`config.mk`:
```
export PLATFORM = sky130hd
export DESIGN_NAME = tlc_phase_scheduler_flat
export DESIGN_NICKNAME = d
export VERILOG_FILES = /design/src/rtl/tlc_phase_scheduler_pkg.sv /design/src/rtl/tlc_phase_scheduler_if.sv /design/src/rtl/tlc_rr_pick.sv /design/src/rtl/tlc_phase_scheduler.sv /design/src/flat_wrapper.sv
export SDC_FILE = /design/constraint.sdc
export NUM_CORES = 1
export LEC_CHECK = 0
export CORE_MARGIN = 1.5
export CORE_UTILIZATION = 37
export CTS_CLUSTER_DIAMETER = 50
export DETAILED_ROUTE_END_ITERATION = 10
export HOLD_SLACK_MARGIN = 0.02
export PLACE_DENSITY = 0.52
export SLEW_MARGIN = 0
export SYNTH_ARGS = -nofsm -noshare
export SYNTH_HDL_FRONTEND = slang
export SYNTH_HIERARCHICAL = 1
export SYNTH_SLANG_ARGS = --single-unit
```
`constraint.sdc`:
```
create_clock -name clk -period 2.74 [get_ports clk]
set_clock_uncertainty 0.15 [all_clocks]
set_input_delay 0.548 -clock clk [delete_from_list [all_inputs] [get_ports clk]]
set_output_delay 0.548 -clock clk [all_outputs]
set_load 0.005 [all_outputs]
```
`src/rtl/tlc_phase_scheduler_pkg.sv`:
```
// Shared types for the intersection phase scheduler.
//   colors        : lamp colour driven to each vehicle head
//   phase_t       : requester / phase index (EW straight, EW left, NS, pedestrian)
//   sched_state_t : scheduler state
//   cnt_width()   : counter width derived from the largest timing parameter
package tlc_phase_scheduler_pkg;

  typedef enum logic [1:0] {
    RED    = 2'b00,
    YELLOW = 2'b01,
    GREEN  = 2'b10
  } colors;

  typedef enum logic [1:0] {
    PH_EWS = 2'd0,
    PH_EWL = 2'd1,
    PH_NS  = 2'd2,
    PH_PED = 2'd3
  } phase_t;

  typedef enum logic [2:0] {
    ST_IDLE,
    ST_GREEN,
    ST_YELLOW,
    ST_ALLRED,
    ST_WALK
  } sched_state_t;

  function automatic int unsigned cnt_width(input int unsigned a, input int unsigned b,
                                            input int unsigned c, input int unsigned d,
                                            input int unsigned e, input int unsigned f);
    int unsigned m;
    m = a;
    if (b > m) m = b;
    if (c > m) m = c;
    if (d > m) m = d;
    if (e > m) m = e;
    if (f > m) m = f;
    return $clog2(m) + 1;
  endfunction

endpackage

```
`src/rtl/tlc_phase_scheduler_if.sv`:
```
// Request/lamp bundle between the sensor side and the phase scheduler.
//   req           : level requests [0] EW straight, [1] EW left, [2] NS, [3] pedestrian
//   ew_str_light  : EW straight lamp
//   ew_left_light : EW left lamp
//   ns_light      : NS lamp
//   walk          : pedestrian walk lamp
//   grant         : one-hot phase currently in green/walk, 0 otherwise
// master = requester/lamp-driver side, slave = scheduler.
interface tlc_phase_scheduler_if;
  import tlc_phase_scheduler_pkg::*;

  logic [3:0] req;
  colors      ew_str_light;
  colors      ew_left_light;
  colors      ns_light;
  logic       walk;
  logic [3:0] grant;

  modport master (
    output req,
    input  ew_str_light, ew_left_light, ns_light, walk, grant
  );

  modport slave (
    input  req,
    output ew_str_light, ew_left_light, ns_light, walk, grant
  );

endinterface

```
`src/rtl/tlc_rr_pick.sv`:
```
// Combinational 4-way round-robin picker.
//   pending : request vector
//   rr_last : most recently served phase; search starts at rr_last+1
//   valid   : some pending bit is set
//   sel     : first set bit in rr_last+1, rr_last+2, ... (mod 4)
module tlc_rr_pick
  import tlc_phase_scheduler_pkg::*;
(
  input  logic [3:0] pending,
  input  phase_t     rr_last,
  output logic       valid,
  output phase_t     sel
);

  logic [1:0] idx;

  always_comb begin
    valid = 1'b0;
    sel   = rr_last;
    idx   = 2'd0;
    for (int unsigned i = 1; i <= 4; i++) begin
      idx = rr_last + 2'(i);
      if (!valid && pending[idx]) begin
        valid = 1'b1;
        sel   = phase_t'(idx);
      end
    end
  end

endmodule

```
`src/rtl/tlc_phase_scheduler.sv`:
```
// Round-robin phase scheduler: EW straight, EW left, NS and a pedestrian crossing share
// the intersection. Latches requests, enforces min/max green, gap-out, yellow, all-red.
//   clk, reset : clock, synchronous active-high reset
//   preempt    : (only with TLC_PREEMPT_EN defined) force the current phase out
//   bus        : tlc_phase_scheduler_if.slave (req in; lamps, walk, grant out)
module tlc_phase_scheduler
  import tlc_phase_scheduler_pkg::*;
#(
  parameter int unsigned MIN_GRN  = 3,
  parameter int unsigned GAP_CYC  = 5,
  parameter int unsigned MAX_GRN  = 10,
  parameter int unsigned YEL_CYC  = 2,
  parameter int unsigned AR_CYC   = 1,
  parameter int unsigned WALK_CYC = 6
) (
  input logic clk,
  input logic reset,
`ifdef TLC_PREEMPT_EN
  input logic preempt,
`endif
  tlc_phase_scheduler_if.slave bus
);

  localparam int unsigned CntW = cnt_width(MIN_GRN, GAP_CYC, MAX_GRN, YEL_CYC, AR_CYC,
                                           WALK_CYC);
  typedef logic [CntW-1:0] cnt_t;

  localparam cnt_t MinGrn  = cnt_t'(MIN_GRN);
  localparam cnt_t GapCyc  = cnt_t'(GAP_CYC);
  localparam cnt_t MaxGrn  = cnt_t'(MAX_GRN);
  localparam cnt_t YelEnd  = cnt_t'(YEL_CYC - 1);
  localparam cnt_t ArEnd   = cnt_t'(AR_CYC - 1);
  localparam cnt_t WalkEnd = cnt_t'(WALK_CYC - 1);

  function automatic cnt_t sat_inc(input cnt_t v, input cnt_t lim);
    return (v >= lim) ? v : v + cnt_t'(1);
  endfunction

  logic preempt_w;
`ifdef TLC_PREEMPT_EN
  assign preempt_w = preempt;
`else
  assign preempt_w = 1'b0;
`endif

  sched_state_t state_q, state_d;
  phase_t       phase_q, phase_d;
  phase_t       rr_last_q, rr_last_d;
  logic [3:0]   pending_q, pending_d;
  cnt_t         grn_q, grn_d, gap_q, gap_d, max_q, max_d, tmr_q, tmr_d;

  logic         pick_valid;
  phase_t       pick_sel;
  logic         arb;
  logic         conflict;
  logic [3:0]   grant_w;
  colors        lamp;

  tlc_rr_pick u_rr_pick (
    .pending (pending_q),
    .rr_last (rr_last_q),
    .valid   (pick_valid),
    .sel     (pick_sel)
  );

  always_ff @(posedge clk) begin
    if (reset) begin
      state_q   <= ST_IDLE;
      phase_q   <= PH_EWS;
      rr_last_q <= PH_PED;
      pending_q <= '0;
      grn_q     <= '0;
      gap_q     <= '0;
      max_q     <= '0;
      tmr_q     <= '0;
    end else begin
      state_q   <= state_d;
      phase_q   <= phase_d;
      rr_last_q <= rr_last_d;
      pending_q <= pending_d;
      grn_q     <= grn_d;
      gap_q     <= gap_d;
      max_q     <= max_d;
      tmr_q     <= tmr_d;
    end
  end

  always_comb begin
    state_d   = state_q;
    phase_d   = phase_q;
    rr_last_d = rr_last_q;
    grn_d     = grn_q;
    gap_d     = gap_q;
    max_d     = max_q;
    tmr_d     = tmr_q;
    arb       = 1'b0;
    // The served phase's own request is ignored while it holds the right of way.
    pending_d = pending_q | (bus.req & ~grant_w);
    conflict  = |((pending_q | bus.req) & ~grant_w);

    unique case (state_q)
      ST_IDLE: begin
        if (pick_valid && !preempt_w) arb = 1'b1;
      end
      ST_GREEN: begin
        grn_d = sat_inc(grn_q, MinGrn);
        gap_d = bus.req[phase_q] ? '0 : sat_inc(gap_q, GapCyc);
        // Once started, max_ctr keeps running even if the competitor drops.
        if (max_q != '0 || conflict) max_d = sat_inc(max_q, MaxGrn);
        if (preempt_w || (grn_q >= MinGrn && (gap_q == GapCyc || max_q == MaxGrn))) begin
          state_d = ST_YELLOW;
        end
      end
      ST_YELLOW: begin
        tmr_d = sat_inc(tmr_q, '1);
        if (tmr_q == YelEnd) state_d = ST_ALLRED;
      end
      ST_ALLRED: begin
        tmr_d = sat_inc(tmr_q, '1);
        if (preempt_w) begin
          tmr_d = '0;
        end else if (tmr_q == ArEnd) begin
          // End of clearance doubles as the arbitration point.
          if (pick_valid) arb = 1'b1;
          else            state_d = ST_IDLE;
        end
      end
      ST_WALK: begin
        tmr_d = sat_inc(tmr_q, '1);
        if (preempt_w || tmr_q == WalkEnd) state_d = ST_ALLRED;
      end
      default: state_d = ST_IDLE;
    endcase

    if (arb) begin
      state_d             = (pick_sel == PH_PED) ? ST_WALK : ST_GREEN;
      phase_d             = pick_sel;
      rr_last_d           = pick_sel;
      pending_d[pick_sel] = 1'b0;
    end

    if (state_d != state_q) begin
      grn_d = '0;
      gap_d = '0;
      max_d = '0;
      tmr_d = '0;
    end
  end

  // Moore outputs from registered state only.
  always_comb begin
    lamp     = RED;
    grant_w  = '0;
    bus.walk = 1'b0;
    unique case (state_q)
      ST_GREEN: begin
        lamp    = GREEN;
        grant_w = 4'b0001 << phase_q;
      end
      ST_YELLOW: lamp = YELLOW;
      ST_WALK: begin
        bus.walk = 1'b1;
        grant_w  = 4'b0001 << phase_q;
      end
      default: lamp = RED;
    endcase
    bus.ew_str_light  = RED;
    bus.ew_left_light = RED;
    bus.ns_light      = RED;
    if (phase_q == PH_EWS) bus.ew_str_light  = lamp;
    if (phase_q == PH_EWL) bus.ew_left_light = lamp;
    if (phase_q == PH_NS)  bus.ns_light      = lamp;
    bus.grant = grant_w;
  end

endmodule

```
`src/flat_wrapper.sv`:
```
// flat-port wrapper written by rule: the top's interface ports become plain ports
module tlc_phase_scheduler_flat import tlc_phase_scheduler_pkg::*;
#(
  parameter int unsigned MIN_GRN  = 3,
  parameter int unsigned GAP_CYC  = 5,
  parameter int unsigned MAX_GRN  = 10,
  parameter int unsigned YEL_CYC  = 2,
  parameter int unsigned AR_CYC   = 1,
  parameter int unsigned WALK_CYC = 6
)
  (clk, reset, bus_req, bus_ew_str_light, bus_ew_left_light, bus_ns_light, bus_walk, bus_grant);
  tlc_phase_scheduler_if bus_i ();
  input logic clk;
  input logic reset;
  input wire logic [$bits(bus_i.req)-1:0] bus_req;
  output wire logic [$bits(bus_i.ew_str_light)-1:0] bus_ew_str_light;
  output wire logic [$bits(bus_i.ew_left_light)-1:0] bus_ew_left_light;
  output wire logic [$bits(bus_i.ns_light)-1:0] bus_ns_light;
  output wire logic [$bits(bus_i.walk)-1:0] bus_walk;
  output wire logic [$bits(bus_i.grant)-1:0] bus_grant;
  assign bus_i.req = bus_req;
  assign bus_ew_str_light = bus_i.ew_str_light;
  assign bus_ew_left_light = bus_i.ew_left_light;
  assign bus_ns_light = bus_i.ns_light;
  assign bus_walk = bus_i.walk;
  assign bus_grant = bus_i.grant;
  tlc_phase_scheduler #(.MIN_GRN(MIN_GRN), .GAP_CYC(GAP_CYC), .MAX_GRN(MAX_GRN), .YEL_CYC(YEL_CYC), .AR_CYC(AR_CYC), .WALK_CYC(WALK_CYC)) u_core (.clk(clk), .reset(reset), .bus(bus_i));
endmodule
```
## Yosys cells after proc, flatten, opt, wreduce, memory -nomap -nowiden

Cells that the tools add are included.

- Add/sub/neg operators: 7
- $lt $le $gt $ge: 11
- Equal/unequal tests: 13
- Shift-type cells: 1
- Multiplexer cells: 40
- Bitwise operators: 10
- Reduce and logical (&&, ||, !) cells: 22

Operator list:

| kind | count |
|---|---|
| $mux 3 | 7 |
| $add 5x1->5 const B | 4 |
| $lt 2x3->1 const B | 6 |
| $pmux 3 s5 | 1 |
| $mux 2 | 7 |
| $mux 1 | 13 |
| $and 4x4->4 | 3 |
| $bmux 1 s2 | 5 |
| $eq 5x3->1 const B | 2 |
| $mux 5 | 2 |
| $mux 4 | 2 |
| $not 4->4 | 2 |
| $or 4x4->4 | 2 |
| $eq 3x2->1 const B | 2 |
| $reduce_and 2->1 | 3 |
| $eq 5x1->1 const B | 1 |
| $eq 5x4->1 const B | 1 |
| $ge 5x2->1 const B | 1 |
| $ge 5x3->1 const B | 1 |
| $ge 5x4->1 const B | 1 |
| $ge 5x5->1 const B | 1 |
| $logic_and 1x1->1 | 5 |
| $logic_not 5->1 | 1 |
| $reduce_bool 5->1 | 1 |
| 22 further kinds | 30 |

- Register bits after elaboration: 31
- Output and inout bits: 11
- Word-level logic and storage cells: 112

## Longest topological paths before layout

- Depth in word-level cells: 20
- Depth in mapped cells: 9
- Gate-level depth less buffers: 8

## Hierarchy

Netlist, hierarchy kept.

By module, submodules not included:

| module | times used | cells an instance | area each (um^2) | seq. area each (um^2) |
|---|---|---|---|---|
| tlc_phase_scheduler | 1 | 210 | 1774.2 | 620.6 |
| tlc_rr_pick | 1 | 14 | 82.6 | 0.0 |

## Worst setup path before layout

OpenSTA, ideal clock, no wires.

- Path kind: register to register
- From: register u_core.pending_q[3]
- To: register u_core.gap_q[2]
- Arrival: 1.882 ns
- Required time: 2.524 ns
- Path slack: 0.642 ns
- Cell stages (with the launch flop): 8
- Buffers on the path: 1
- Clock period less this slack: 2.098 ns
- Cell sequence: dfxtp_1 > or4_1 > and4b_1 > nor3_1 > a211oi_1 > o41ai_2 > buf_6 > a21oi_2

- Cells in the longest elaborated chain, start to end: 18

RTL lines:

| what | RTL line | text |
|---|---|---|
| start: declaration | tlc_phase_scheduler.sv:49 | `logic [3:0] pending_q, pending_d;` |
| start signal: assignment | tlc_phase_scheduler.sv:80 | `pending_q <= pending_d;` |
| $bmux 1 s2 | tlc_rr_pick.sv:23 | `if (!valid && pending[idx]) begin` |
| $mux 1 (not written as such) | tlc_rr_pick.sv:23 |  |
| $mux 1 | tlc_rr_pick.sv:23 |  |
| $logic_not 1->1 | tlc_rr_pick.sv:23 |  |
| $logic_and 1x1->1 | tlc_rr_pick.sv:23 |  |
| $mux 1 | tlc_rr_pick.sv:23 |  |
| $logic_not 1->1 | tlc_rr_pick.sv:23 |  |
| $logic_and 1x1->1 | tlc_rr_pick.sv:23 |  |
| [3 not listed] | - |  |
| $mux 1 * | tlc_rr_pick.sv:23 |  |
| named net u_core.pick_valid | tlc_phase_scheduler.sv:52 | `logic pick_valid;` |
| $mux 3 or $mux 1 (tied branches) | tlc_phase_scheduler.sv:124, tlc_phase_scheduler.sv:103 |  |
| $mux 3 or $mux 1 (tied branches) | tlc_phase_scheduler.sv:122 | `end else if (tmr_q == ArEnd) begin` |
| $pmux 3 s5 or $pmux 1 s2 (tied branches) | tlc_phase_scheduler.sv:101 | `unique case (state_q)` |
| $mux 3 * | tlc_phase_scheduler.sv:135 | `if (arb) begin` |
| $ne 3x3->1 * | tlc_phase_scheduler.sv:142 | `if (state_d != state_q) begin` |
| $reduce_or 2->1 (no source line) * | - |  |
| end signal: assignment | tlc_phase_scheduler.sv:82 | `gap_q <= gap_d;` |
| end: declaration | tlc_phase_scheduler.sv:50 | `cnt_t grn_q, grn_d, gap_q, gap_d, max_q, max_d, tmr_q, tmr_d;` |

Mark *: on every way through the listed nets, which the timed path passes. The rest lies on a longest branch. The select of a mux whose other input is x is not followed.
A chain may end at the register's enable or synchronous reset.

## Worst setup path in the final report

- From: register u_core.state_q[0]
- To: output bus_ew_str_light[1]

- Cells in the longest elaborated chain, start to end: 3

RTL lines:

| what | RTL line | text |
|---|---|---|
| start: declaration | tlc_phase_scheduler.sv:46 | `sched_state_t state_q, state_d;` |
| start signal: assignment | tlc_phase_scheduler.sv:77 | `state_q <= state_d;` |
| $eq 3x2->1 or $eq 3x1->1 (tied branches) | tlc_phase_scheduler.sv:155 | `unique case (state_q)` |
| $pmux 2 s2 * | tlc_phase_scheduler.sv:155 |  |
| $mux 2 * | tlc_phase_scheduler.sv:170 | `if (phase_q == PH_EWS) bus.ew_str_light = lamp;` |
| end: declaration | flat_wrapper.sv:16 | `output wire logic [$bits(bus_i.ew_str_light)-1:0] bus_ew_str_light;` |

Mark *: on every way between the ends. The rest lies on a longest branch, timed or not.

==> metrics.csv <==
metric,value,unit
clk_latency,280,ps
ys_types,56,
final_cells,316,
cts_tree,built,
synth_compound_area_frac,0.172,
chipWidth,73.8,um
status,finished clean,
fmax,382,MHz
grt_pass1_wl,6890,um
postPlaceCellArea,2140,um2
drive_gt1_frac,0.149,
dp_slack,177,ps
hold_viol_final,0,
routabilityCongestion,0.784,
yosys.area_share.simple,0.290,
num-nets-final,265,
fin_area,2240,um2
cts_inserted_buffers,5,
ioPinCount,17,
wl_per_cell,13.1,um
cp-end-kind,primary output,
tns,0,ps
num_vias,1627,
synthMuxAreaShare,0.0391,
fillCellCount,465,
async_flop_share,0,
rsz0062_at_grt,no,
antennaDiodeCount,0,
portBuffers,16,
ctsHtreeMaxLevel,2,
grt_pass1_vias,1495,
synth-xor-area-share,0.0283,
antenna_found_initial,0,
finalCritPeriodShare,0.957,
clk_path_buf_depth,2,
slew_headroom,0.629,
hold_class,flip-flop to flip-flop,
syn_to_final_growth,20.5,%
p_leak,0.866,nW
drc,0,
grt_max_degree,21,
ant_nets,0,
synth-adder-area-share,0.0674,
synth_edf_count,0,
ir_worst_vdd,0.501,mV
worstMarginPinSlew,553,ps
drv_cap,0,
path_max_fanout,11,
hold_ws,298,ps
final_core_util,0.467,
fp-row-count,25,
routed_via_density,5.15,
clockRootBuffer,clkbuf_8,
synth_flop_cell,dfxtp_1,
dr.pass1.iters,4,
yosysSeqAreaShare,0.334,
start_kind,flip-flop,
grt_overflow,0,
worst_path_largest_cell_delay,520,ps
syn-cell-area,1860,um2
dp_cells,309,
drt-initial-drc-count,54,
dieHeight,73.8,um
post-dp-hpwl,3180,um
power_density,908,nW/um2
synth-seq-cells,31,
setup_slack,119,ps
core_area,4790,um2
crit_path_top_delay_cell,clkdlybuf4s50_1,
setup_violations,0,
fin_crit,2620,ps
clock-sinks,31,
path_class,flip-flop to primary output,
synth_top_family_by_area,simple AND/OR/NAND/NOR gates,
yosys_warnings,6,
cp_data_required_time,2040,ps
crit_chain,"buf_4, or3b_4, nor3_1, clkdlybuf4s50_1",
synth_fp_nets,240,
syn_area_per_cell,8.29,um2
arrival,1920,ps
clk_pin_slew,60,ps
post-cts-setup-buffers,0,
syn_inst,224,
die_area,5450,um2
power,2.03,mW
routed_wl,4150,um
grt_usage,0.168,
slew_viol_final,0,
initial_core_util,0.388,
==> registers in the layout, summed over array words and instances, names as in the netlist <==
register and flops:
u_core/gap_q 5, u_core/grn_q 5, u_core/max_q 5, u_core/pending_q 4, u_core/phase_q 2, u_core/rr_last_q 2, u_core/state_q 3, u_core/tmr_q 5
==> cell type report <==
cell class	count	area (um2)	area share
Tap cell	67	83.8	0.0375
Timing Repair Buffer	28	250	0.112
Clock buffer	6	82.6	0.0369
Multi-Input combinational cell	166	1130	0.505
Clock inverter	1	5.00	0.00224
Sequential cell	31	622	0.278
Inverter	17	63.8	0.0285
==> what timing repair did <==
item                       in CTS  in global routing
hold buffers                    0                  0
resized for setup               0                  3
hold endpoints to repair        0                  0
setup endpoints to repair       0                  2
==> worst paths after layout <==
check                                            to  cells after the start                 from  slack, ps
worst max-delay path            bus_ew_str_light[1]                      4    u_core/state_q[0]        120
worst min-delay path                u_core/gap_q[3]                      2      u_core/gap_q[3]        300
worst max register to register      u_core/tmr_q[3]                      9  u_core/rr_last_q[1]        330
worst min register to register      u_core/gap_q[3]                      2      u_core/gap_q[3]        300
==> cell usage after synthesis (all sizes together), types with 4 or more instances <==
| master | instances | area share |
|---|---|---|
| nand2 | 17 | 0.034 |
| a21oi | 17 | 0.048 |
| dfxtp | 31 | 0.33 |
| ha | 10 | 0.067 |
| nor2 | 31 | 0.063 |
| a211oi | 4 | 0.016 |
| nor2b | 7 | 0.029 |
| nor3 | 14 | 0.046 |
| clkbuf | 5 | 0.011 |
| buf | 5 | 0.024 |
| o22ai | 4 | 0.017 |
| xor2 | 4 | 0.019 |
| inv | 17 | 0.034 |
| o21ai | 4 | 0.011 |
| mux2i | 5 | 0.027 |
==> kinds of logic (layout without fill, tap and decap cells) <==
family,after synthesis,after routing
and+or+nand+nor,98,98
AOI/OAI and AO/OA,46,46
xor gates and xnor gates,6,6
DFF,31,31
adders and majority gates,10,10
buffers and inverters,27,52
muxes,6,6
==> worst max-delay path, delay by kind of cell (launching register included) <==
kind,cells,cell delay [ps]
DFF,1,370
and+or+nand+nor,2,560
buffers and inverters,2,720
==> where the power goes <==
part	total, mW	switching, mW	internal (mW)
combinational	1.07	0.604	0.462
clock	0.360	0.163	0.197
sequential	0.605	0.0791	0.526
total	2.03	0.846	1.18
==> cell usage in the layout, fill, tap and decap left out, types with 4 or more instances in the layout <==
cell,instances
o21ai_0,4
nand2_1,17
dfxtp_1,30
nor3_1,12
nor2b_2,4
clkbuf_8,6
nor2_1,31
inv_1,17
mux2i_1,5
clkdlybuf4s50_1,16
buf_4,12
a21oi_1,16
a211oi_1,4
ha_1,10
==> layer usage <==
layer  vias to the layer above  track usage  routed length [um]
li1                        843            -                   -
met2                        24        0.246                1860
met5                         -            0                   0
met4                         0       0.0864                  85
met3                         7       0.0357                 116
met1                       753        0.230                2080
No activity file was read; power rests on OpenSTA's default activity.
